**src/rtl/seq_detector.sv**
```systemverilog
// Serial pattern detector: N-bit history shift register with fill-tracking FSM,
// one-cycle registered match pulse and a saturating hit counter.
module seq_detector #(
  parameter int              N        = 4,
  parameter logic [N-1:0]    PAT_INIT = 4'b1011,
  parameter int              CNT_W    = 8
) (
  input  logic             clk,
  input  logic             rst_n,
  input  logic             in_valid,
  input  logic             in,
  input  logic             pat_load,
  input  logic [N-1:0]     pat_in,
  input  logic             overlap,
  output logic             out,
  output logic [CNT_W-1:0] hit_cnt
);

  localparam int            FW   = $clog2(N + 1);
  localparam logic [FW-1:0] FULL = FW'(N);

  typedef enum logic [1:0] {EMPTY, FILLING, ARMED} state_e;

  state_e           state_q, state_d;
  logic [FW-1:0]    fill_q, fill_d;
  logic [N-1:0]     hist_q, hist_d;
  logic [N-1:0]     pat_q, pat_d;
  logic             out_q, out_d;
  logic [CNT_W-1:0] cnt_q, cnt_d;

  logic [N-1:0]     hist_sh;
  logic [FW-1:0]    fill_inc;
  logic             match;

  function automatic logic [CNT_W-1:0] sat_inc(input logic [CNT_W-1:0] c);
    return (&c) ? c : c + 1'b1;
  endfunction

  assign hist_sh = {hist_q[N-2:0], in};

  // Fill after one more accepted bit, clamped at N once armed.
  always_comb begin
    fill_inc = fill_q;
    case (state_q)
      EMPTY:   fill_inc = FW'(1);
      FILLING: fill_inc = fill_q + 1'b1;
      ARMED:   fill_inc = FULL;
      default: fill_inc = fill_q;
    endcase
  end

  assign match = (fill_inc == FULL) && (hist_sh == pat_q);

  always_comb begin
    state_d = state_q;
    fill_d  = fill_q;
    hist_d  = hist_q;
    pat_d   = pat_q;
    out_d   = 1'b0;
    cnt_d   = cnt_q;
    if (pat_load) begin
      // A load wins over a coincident data bit; that bit is dropped.
      pat_d   = pat_in;
      fill_d  = '0;
      state_d = EMPTY;
    end else if (in_valid) begin
      hist_d = hist_sh;
      out_d  = match;
      if (match) begin
        cnt_d = sat_inc(cnt_q);
      end
      if (match && !overlap) begin
        fill_d  = '0;
        state_d = EMPTY;
      end else begin
        fill_d  = fill_inc;
        state_d = (fill_inc == FULL) ? ARMED : FILLING;
      end
    end
  end

  always_ff @(posedge clk or negedge rst_n) begin
    if (!rst_n) begin
      state_q <= EMPTY;
      fill_q  <= '0;
      hist_q  <= '0;
      pat_q   <= PAT_INIT;
      out_q   <= 1'b0;
      cnt_q   <= '0;
    end else begin
      state_q <= state_d;
      fill_q  <= fill_d;
      hist_q  <= hist_d;
      pat_q   <= pat_d;
      out_q   <= out_d;
      cnt_q   <= cnt_d;
    end
  end

  assign out     = out_q;
  assign hit_cnt = cnt_q;

endmodule

```
**config.mk**
```make
export PLATFORM = sky130hd
export DESIGN_NAME = seq_detector
export DESIGN_NICKNAME = d
export VERILOG_FILES = /design/src/rtl/seq_detector.sv
export SDC_FILE = /design/constraint.sdc
export NUM_CORES = 1
export LEC_CHECK = 0
export BUFFER_PORTS_ARGS = -buffer_cell sky130_fd_sc_hd__buf_2
export CAP_MARGIN = 20
export CORE_MARGIN = 2
export CORE_UTILIZATION = 43
export CTS_BUF_LIST = sky130_fd_sc_hd__clkbuf_4
export CTS_CLUSTER_SIZE = 16
export DETAILED_ROUTE_END_ITERATION = 16
export PLACE_DENSITY = 0.68
export SLEW_MARGIN = 20
export SYNTH_ARGS = -nofsm -noshare
export SYNTH_HDL_FRONTEND = slang
export SYNTH_SLANG_ARGS = --single-unit
```
**constraint.sdc**
```tcl
create_clock -name clk -period 3.3 [get_ports clk]
set_input_delay 0.165 -clock clk [delete_from_list [all_inputs] [get_ports clk]]
set_output_delay 0.165 -clock clk [all_outputs]
set_load 0.05 [all_outputs]
```
==> results of run 1 <==
## final timing paths
kind                                 from         end  slack [ns]  depth (start not counted)
worst min register to register   pat_q[2]    pat_q[2]        0.54                          1
worst max-delay path            fill_q[0]  hit_cnt[6]        1.05                          7
worst max register to register  fill_q[0]  hit_cnt[6]        1.05                          7
min in group asynchronous           rst_n   fill_q[2]        0.33                          2
max in group asynchronous           rst_n    pat_q[0]        2.62                          2
worst min-delay path            pat_in[3]    pat_q[3]        0.09                          2
## power groups by stage
stage          registers, uW  logic, uW  clock network, uW
2_1_floorplan            298       47.5                  0
3_3_place_gp             296       67.9                  0
3_5_place_dp             297       70.4                  0
4_1_cts                  292       71.6                136
5_1_grt                  295       78.5                145
6_report                 292       69.8                129
## cell usage in the layout (no fill, tap or decap), types with 2 or more instances in the layout
master,count
dfrtp_1,18
buf_2,18
nor2_1,9
xor2_1,7
mux2_2,7
nand2_1,6
clkbuf_4,4
a21oi_1,3
a22oi_1,3
dfstp_2,3
nand2b_1,2
a211oi_1,2
nor4_4,2
nand4_1,2
mux2_4,2
inv_1,2
xnor2_1,2
ha_1,2
## layer usage
layer  track usage (%)  vias to the layer above  share of wire (%)  wire [um]
met3              1.64                        2                1.7         32
li1                  -                      374                  -          -
met5                 0                        -                  0          0
met4              8.75                        0               0.99         19
met2              23.0                       11                 51        975
met1              21.3                      386                 46        886
## logic make-up after synthesis
family,after synthesis
multiplexers,9
adder cells (fa/ha/maj),2
flip-flops,21
buffers and inverters,7
XOR/XNOR,9
AO/OA/AOI/OAI,14
AND/OR/NAND/NOR,31
## state kept, by name, summed over array words and instances (netlist names)
signal   cells
hist_q       3
out          1
state_q      2
fill_q       3
pat_q        4
hit_cnt      8
## timing repair
action	4_1_cts	5_1_grt
hold buffers	1	0
hold endpoints to repair	18	0
buffers inserted	0	0
## final cells by class
| type | count | area (um^2) | share of cell area, % |
|---|---|---|---|
| clock buffers | 4 | 30.0 | 2.40 |
| inverters | 4 | 20.0 | 1.60 |
| multi-input cells | 65 | 533 | 42.6 |
| flip-flops and latches | 21 | 529 | 42.3 |
| well taps | 30 | 37.5 | 3.00 |
| repair buffers | 19 | 100 | 8.01 |
## worst register-to-register path, delay by kind of cell (launching register included)
family                     cells  cell delay, ns
AOI/OAI and AO/OA              1            0.15
adders and majority gates      1            0.33
buffers and inverters          1            0.11
DFF                            1            0.44
muxes                          1            0.31
and+or+nand+nor                3            0.82
## through the flow
stage / instance area (um^2) / total power, uW / worst slack [ns] / utilization [%] / hold WS, ns
final: 1250 / 491 / 1.05 / 50.9 / 0.0902
after global routing: 1250 / 519 / 0.955 / 50.9 / 0.0870
after CTS: 1250 / 499 / 1.06 / 50.9 / 0.0817
after detailed placement: 1210 / 368 / 1.07 / 49.3 / 0.146
after global placement: 1210 / 364 / 1.16 / 49.3 / 0.137
after floorplan: 1100 / 345 / 1.18 / - / -0.131
==> results.md, run 1 <==
- Peak Freq: 0.444 GHz
- Gpl congestion: 0.871
- Worst vdd ir: between 0.2 and 0.3 mV
- Die Area: ~3000 um^2
- Pint: 364 uW
- H-tree depth: 1
- Critical-path top delay cell: or4b_4
- Die height: 54.6 um
- Sw Share: 25.9%
- Std cell rows: 18
- First-pass GRT wire length: about 3200 um
- Combinational fraction of design power: 14.2%
- Worst stage delay on the critical path: 0.61 ns
- Reg power frac: 59.5%
- Ant diodes: 0
- CP Capture Type: register
- Skew-Pair Late Insertion Delay: 0.30 ns
- Crit path buffers/inverters: 1
- Crit path time final: 2.25 ns
- Grt ovf: 0
- Mapped Area: 1100 um^2
- #FFs+latches synth: 21
- ANT nets after route: 0
- Netlist cell types: 37
- Most frequent cells after synthesis: dfrtp_1 (18), nor2_1 (9), mux2_2 (7), xor2_1 (7), nand2_1 (6)
- Largest family of logic cells by synthesized area: simple AND/OR/NAND/NOR gates
- Cells after Synth: between 90 and 100
- DRC Markers: 0
- Worst endpoint required time: 3.50 ns
- Worst path cell trace: ha_1 -> nor2_1 -> a32oi_1 -> or4b_4 -> inv_6 -> nand4_4 -> mux2_4
- Via count: between 700 and 800
- RSZ-0062 raised after global routing: no
- Clk_skew: 0.00583 ns
- Initial antenna violation count: 0
- # IOs: 19
- Pins Over Slew Limit: 0
- Final Net Count: 126
- Compound-gate portion of the synthesized area: 8.97%
- Critical Path AT: approximately 2.5 ns
- CP Max Fanout: 6
- WL/cell: around 13 um
- Mux contribution to synthesized area: 9.88%
- Register clock-pin slew on the reported worst setup and hold paths: 0.11 ns
- Area growth, synth to finish: 13.4%
- CTS tree: yes
- Async set-reset flop share out of synthesis: 100%
- Fillers: around 220
- GR Util All Layers: 15.3%
- Pin count of the biggest net entering global routing: 22
- Core footprint: 2450 um^2
- Clock buffer depth: 2
- Post-Synth XOR/XNOR Area: a little over 7%
- Worst rel slew slack: a little over two thirds
- Worst hold path type: in2reg
- Setup crit start kind: register
- Top cell type's share of synthesized area: 40.9%
- Share of cells above drive strength 1: 37.2%
- Post-synthesis sequential area ratio: between 40 and 50%
- Post-Synth Simple-Gate Area: 20.1%
- Max_cap viols: 0
- Clock power share: about a quarter
- Hold Fails Final Rpt: 0
- Post-DP HPWL: 1420 um
- CP delay by family, top: simple AND/OR/NAND/NOR gates
- Post_cts resized: 0
- Vias in the first global route: 682
- TritonRoute pass-1 iters: 5
- Aggregate routed wire length: 1910 um
- Non-filler cells, final: about 140
- Area share of fa/ha/maj cells after synthesis: 2.27%
- PortBufs: 18
- Synth Warn #: 0
- Clock tree root driver cell: clkbuf_4
- Via/cell ratio: 5.41
- EDFF count, synth: 0
- Post-Syn Nets: 105
- Clk sink count: 21
- Leakage power: 0.000620 uW
- Synth Area per Inst: 11.9 um^2
- Post-synth top area cell: dfrtp_1
- Endpoints failing setup: 0
- Cts bufs inserted: 3
- Critical path class: reg2reg
- Pwr dens: a little under 400 nW/um^2
- Die width: 54.6 um
- Cells after DPL: about 140
- Synth area leaders: dfrtp_1 (41%), dfstp_2 (7.2%), mux2_2 (7.2%)
- Initial DRC Count: 10
- Top-count cell post-synth: dfrtp_1
- Final period utilization: 68.3%
- Status: finished clean
- Fin Setup TNS: 0 ns
- Initial core utilization: 44.9%
- Net load switching power: ~130 uW
- Primary FF master, synth: dfrtp_1
- Worst-Margin Slew: roughly 0.45 ns
Note: power is estimated with default switching activity, not from simulation.
==> run 2, diff against run 1 <==
- ABC_AREA: not set -> 1
- PLACE_DENSITY: 0.68 -> 0.67
- clock period: 3.3 -> 2.34 ns (I/O delays scaled with it)
==> run 2 against run 1 <==
Compared with the run above:
- worst setup slack got worse by 0.39 ns
- largest cell class unchanged
- via count rose by 30%
- synthesized area rose by 8.1%
- total power rose by 34%
- clock power rose by 34%
- flip-flop and latch count did not move
- largest power group unchanged
- count of clock-buffer cells in the layout fell by 1
==> results.md, run 2 <==
- # IOs: 19 (unchanged)
- CP Max Fanout: 10 (was 6)
- Worst endpoint required time: 2.54 ns (was 3.50 ns)
- Pwr dens: 496 nW/um^2 (was 393 nW/um^2)
- Core footprint: 2690 um^2 (was 2450 um^2)
- Pre-CTS setup slack: 0.685 ns (was 1.07 ns)
- Synth Area per Inst: 7.94 um^2 (was 11.9 um^2)
- GR Util All Layers: 16.3% (was 15.3%)
- Post-synthesis sequential area ratio: 44.4% (was 48.0%)
- Cells after Synth: 150 (was 93)
- Synth Warn #: 0 (unchanged)
- Critical Path AT: 1.88 ns (was 2.45 ns)
- Commonest cells after routing, fill and taps aside: nand2_1 (53), inv_1 (19), dfrtp_1 (18), buf_2 (18), nand4_1 (11) (was dfrtp_1 (18), buf_2 (18), nor2_1 (9), xor2_1 (7), mux2_2 (7))
- Most common cell after layout, fill and taps aside: nand2_1
- Aggregate routed wire length: 2220 um (was 1910 um)
- Netlist cell types: 24 (was 37)
- Clk_skew: 0.00490 ns (was 0.00583 ns)
- Final period utilization: 71.8% (was 68.3%)
- Hold Fails Final Rpt: 0 (unchanged)
- Area growth, synth to finish: 11.8% (was 13.4%)
- Std cell rows: 19 (was 18)
- Via count: 1008 (was 773)
- Worst path cell trace: ha_1 -> nand3_1 -> nand2_1 -> nor2_2 -> nand2_2 -> nor2_8 -> nand3_4 -> nand2_1 -> nand2_1 (was ha_1 -> nor2_1 -> a32oi_1 -> or4b_4 -> inv_6 -> nand4_4 -> mux2_4)
- CP delay by family, top: simple AND/OR/NAND/NOR gates (unchanged)
- Top-count cell post-synth: nand2_1 (was dfrtp_1)
- Status: finished clean (unchanged)
- Worst stage delay on the critical path: 0.45 ns (was 0.61 ns)
- Die width: 56.6 um (was 54.6 um)
- Synth area leaders: dfrtp_1 (38%), nand2_1 (17%), dfstp_2 (6.6%) (was dfrtp_1 (41%), dfstp_2 (7.2%), mux2_2 (7.2%))
- Post-Syn Nets: 162 (was 105)
- Top cell type's share of synthesized area: 37.8% (was 40.9%)
- Die height: 56.6 um (was 54.6 um)
- Crit path time final: 1.68 ns (was 2.25 ns)
- Setup crit start kind: register (unchanged)
- Endpoints failing setup: 0 (unchanged)
- Worst rel slew slack: 48.6% (was 70.1%)
- First-pass GRT wire length: 4150 um (was 3200 um)
- Reg2reg path depth: 9 (was 7)
- Primary FF master, synth: dfrtp_1 (unchanged)
- Hold path depth: 3 (was 2)
- End point of the worst hold path: pat_q[1] (was pat_q[3])
- Die Area: 3210 um^2 (was 2980 um^2)
- Critical-path top delay cell: dfrtp_1 (was or4b_4)
- H-tree depth: 1 (unchanged)
- Crit path buffers/inverters: 0 (was 1)
- DRC Markers: 0 (unchanged)
- Skew-Pair Late Insertion Delay: 0.30 ns (about the same)
- PortBufs: 18 (unchanged)
- Worst vdd ir: 0.301 mV (was 0.253 mV)
- Worst path depth: 9 (was 7)
- Worst-Margin Slew: 0.771 ns (was 0.445 ns)
- FF-to-FF Start: fill_q[0] (unchanged)
- Cts bufs inserted: 3 (unchanged)
- R2r setup slk: 0.66 ns (was 1.05 ns)
- Largest register FFs: 8 (unchanged)
- Fillers: 279 (was 221)
- Clock buffer depth: 2 (unchanged)
- #FFs+latches synth: 21 (unchanged)
- Initial core utilization: 44.3% (was 44.9%)
- RSZ-0062 raised after global routing: no (unchanged)
- TritonRoute pass-1 iters: 4 (was 5)
- Final instance area: 1330 um^2 (was 1250 um^2)
- CTS tree: yes (unchanged)
- CP Capture Type: register (unchanged)
- WL/cell: 11.1 um (was 13.4 um)
- Leakage power: 0.000758 uW (was 0.000620 uW)
- EDFF count, synth: 0 (unchanged)
- Share of cells above drive strength 1: 23.1% (was 37.2%)
- Gpl congestion: 0.862 (was 0.871)
- Async set-reset flop share out of synthesis: 100% (unchanged)
- Worst hold path type: in2reg (unchanged)
- Ant diodes: 0 (unchanged)
- Register clock-pin slew on the reported worst setup and hold paths: 0.12 ns (was 0.11 ns)
- Pin count of the biggest net entering global routing: 22 (unchanged)
- Final worst slack: 0.661 ns (was 1.05 ns)
- Peak Freq: 0.596 GHz (was 0.444 GHz)
- Post-synth top area cell: dfrtp_1 (unchanged)
- Most frequent cells after synthesis: nand2_1 (53), inv_1 (19), dfrtp_1 (18) (was dfrtp_1 (18), nor2_1 (9), mux2_2 (7), xor2_1 (7), nand2_1 (6))
- Final Net Count: 182 (was 126)
- Vias in the first global route: 989 (was 682)
- Critical path class: reg2reg (unchanged)
- Clk sink count: 21 (unchanged)
- WHS: 0.0262 ns (was 0.0902 ns)
- Setup bufs post-CTS: 0 (unchanged)
- Fin Setup TNS: 0 ns (unchanged)
- Initial antenna violation count: 0 (unchanged)
- Min-delay src: pat_in[1] (was pat_in[3])
- Critical path's most frequent cell: nand2_1
- Max_cap viols: 0 (unchanged)
- Via/cell ratio: 5.04 (was 5.41)
- Post-DP HPWL: 1660 um (was 1420 um)
- Mapped Area: 1190 um^2 (was 1100 um^2)
- ANT nets after route: 0 (unchanged)
- Reg-to-Reg End: hit_cnt[0] (was hit_cnt[6])
- Grt ovf: 0 (unchanged)
- Pins Over Slew Limit: 0 (unchanged)
- Dpl cell area: 1290 um^2 (was 1210 um^2)
- Initial DRC Count: 23 (was 10)
- Clock tree root driver cell: clkbuf_4 (unchanged)
## run 2: kinds of logic after synthesis
logic type / count (synthesis) / share of synthesized area [%]
simple gates: 89 / 37.1
buf+inv: 24 / 8.51
flops: 21 / 44.4
compound gates: 10 / 4.94
xor+xnor: 4 / 2.94
fa+ha+maj: 2 / 2.10
## run 2: worst max-delay path by stage
stage / to / startpoint
after CTS: hit_cnt[0] / fill_q[0]
after detailed placement: hit_cnt[0] / fill_q[0]
after global placement: hit_cnt[7] / fill_q[0]
after global routing: hit_cnt[5] / fill_q[0]
final: hit_cnt[0] / fill_q[0]
after floorplan: hit_cnt[6] / hit_cnt[3]
## run 2: cell type report
cell class                 count  area, um^2  area share [%]
clock buffer                   3        22.5            1.69
inverter                      20        75.1            5.64
multi-input combinational    105         561            42.1
clock inverter                 1        5.00           0.376
timing repair buffer          19         100            7.52
tap                           31        38.8            2.91
sequential                    21         529            39.8
## run 2: through the flow
stage	utilization, %	std cells	total power, uW
floorplan	-	150	468
global placement	48.2	195	489
detailed placement	48.2	195	493
CTS	49.6	200	666
global route	49.6	200	702
finish	49.6	200	660
## run 2: per-layer routing
layer / routed length, um / share of wire [%] / track usage [%] / vias to the layer above
li1: - / - / - / 515
met1: 1040 / 47 / 21.0 / 472
met4: 28 / 1.3 / 6.12 / 0
met3: 63 / 2.8 / 2.76 / 4
met2: 1090 / 49 / 27.2 / 17
met5: 0 / 0 / 0 / -
## run 2: what timing repair did
item	in CTS	in global routing
hold buffers	1	0
hold endpoints to repair	18	0
resized for setup	0	0
## run 2: report_power, final
part           internal, uW  switching, uW  total [uW]  leakage (uW)
clock                  63.6            109         173     0.0000177
combinational          29.5           56.1        85.6      0.000467
sequential              386           15.4         401      0.000273
total                   479            181         660      0.000758
## run 2: tightest hold or removal path: stages
cell     delay (ns)
buf_2          0.07
nand2_1        0.04
o21ai_0        0.06
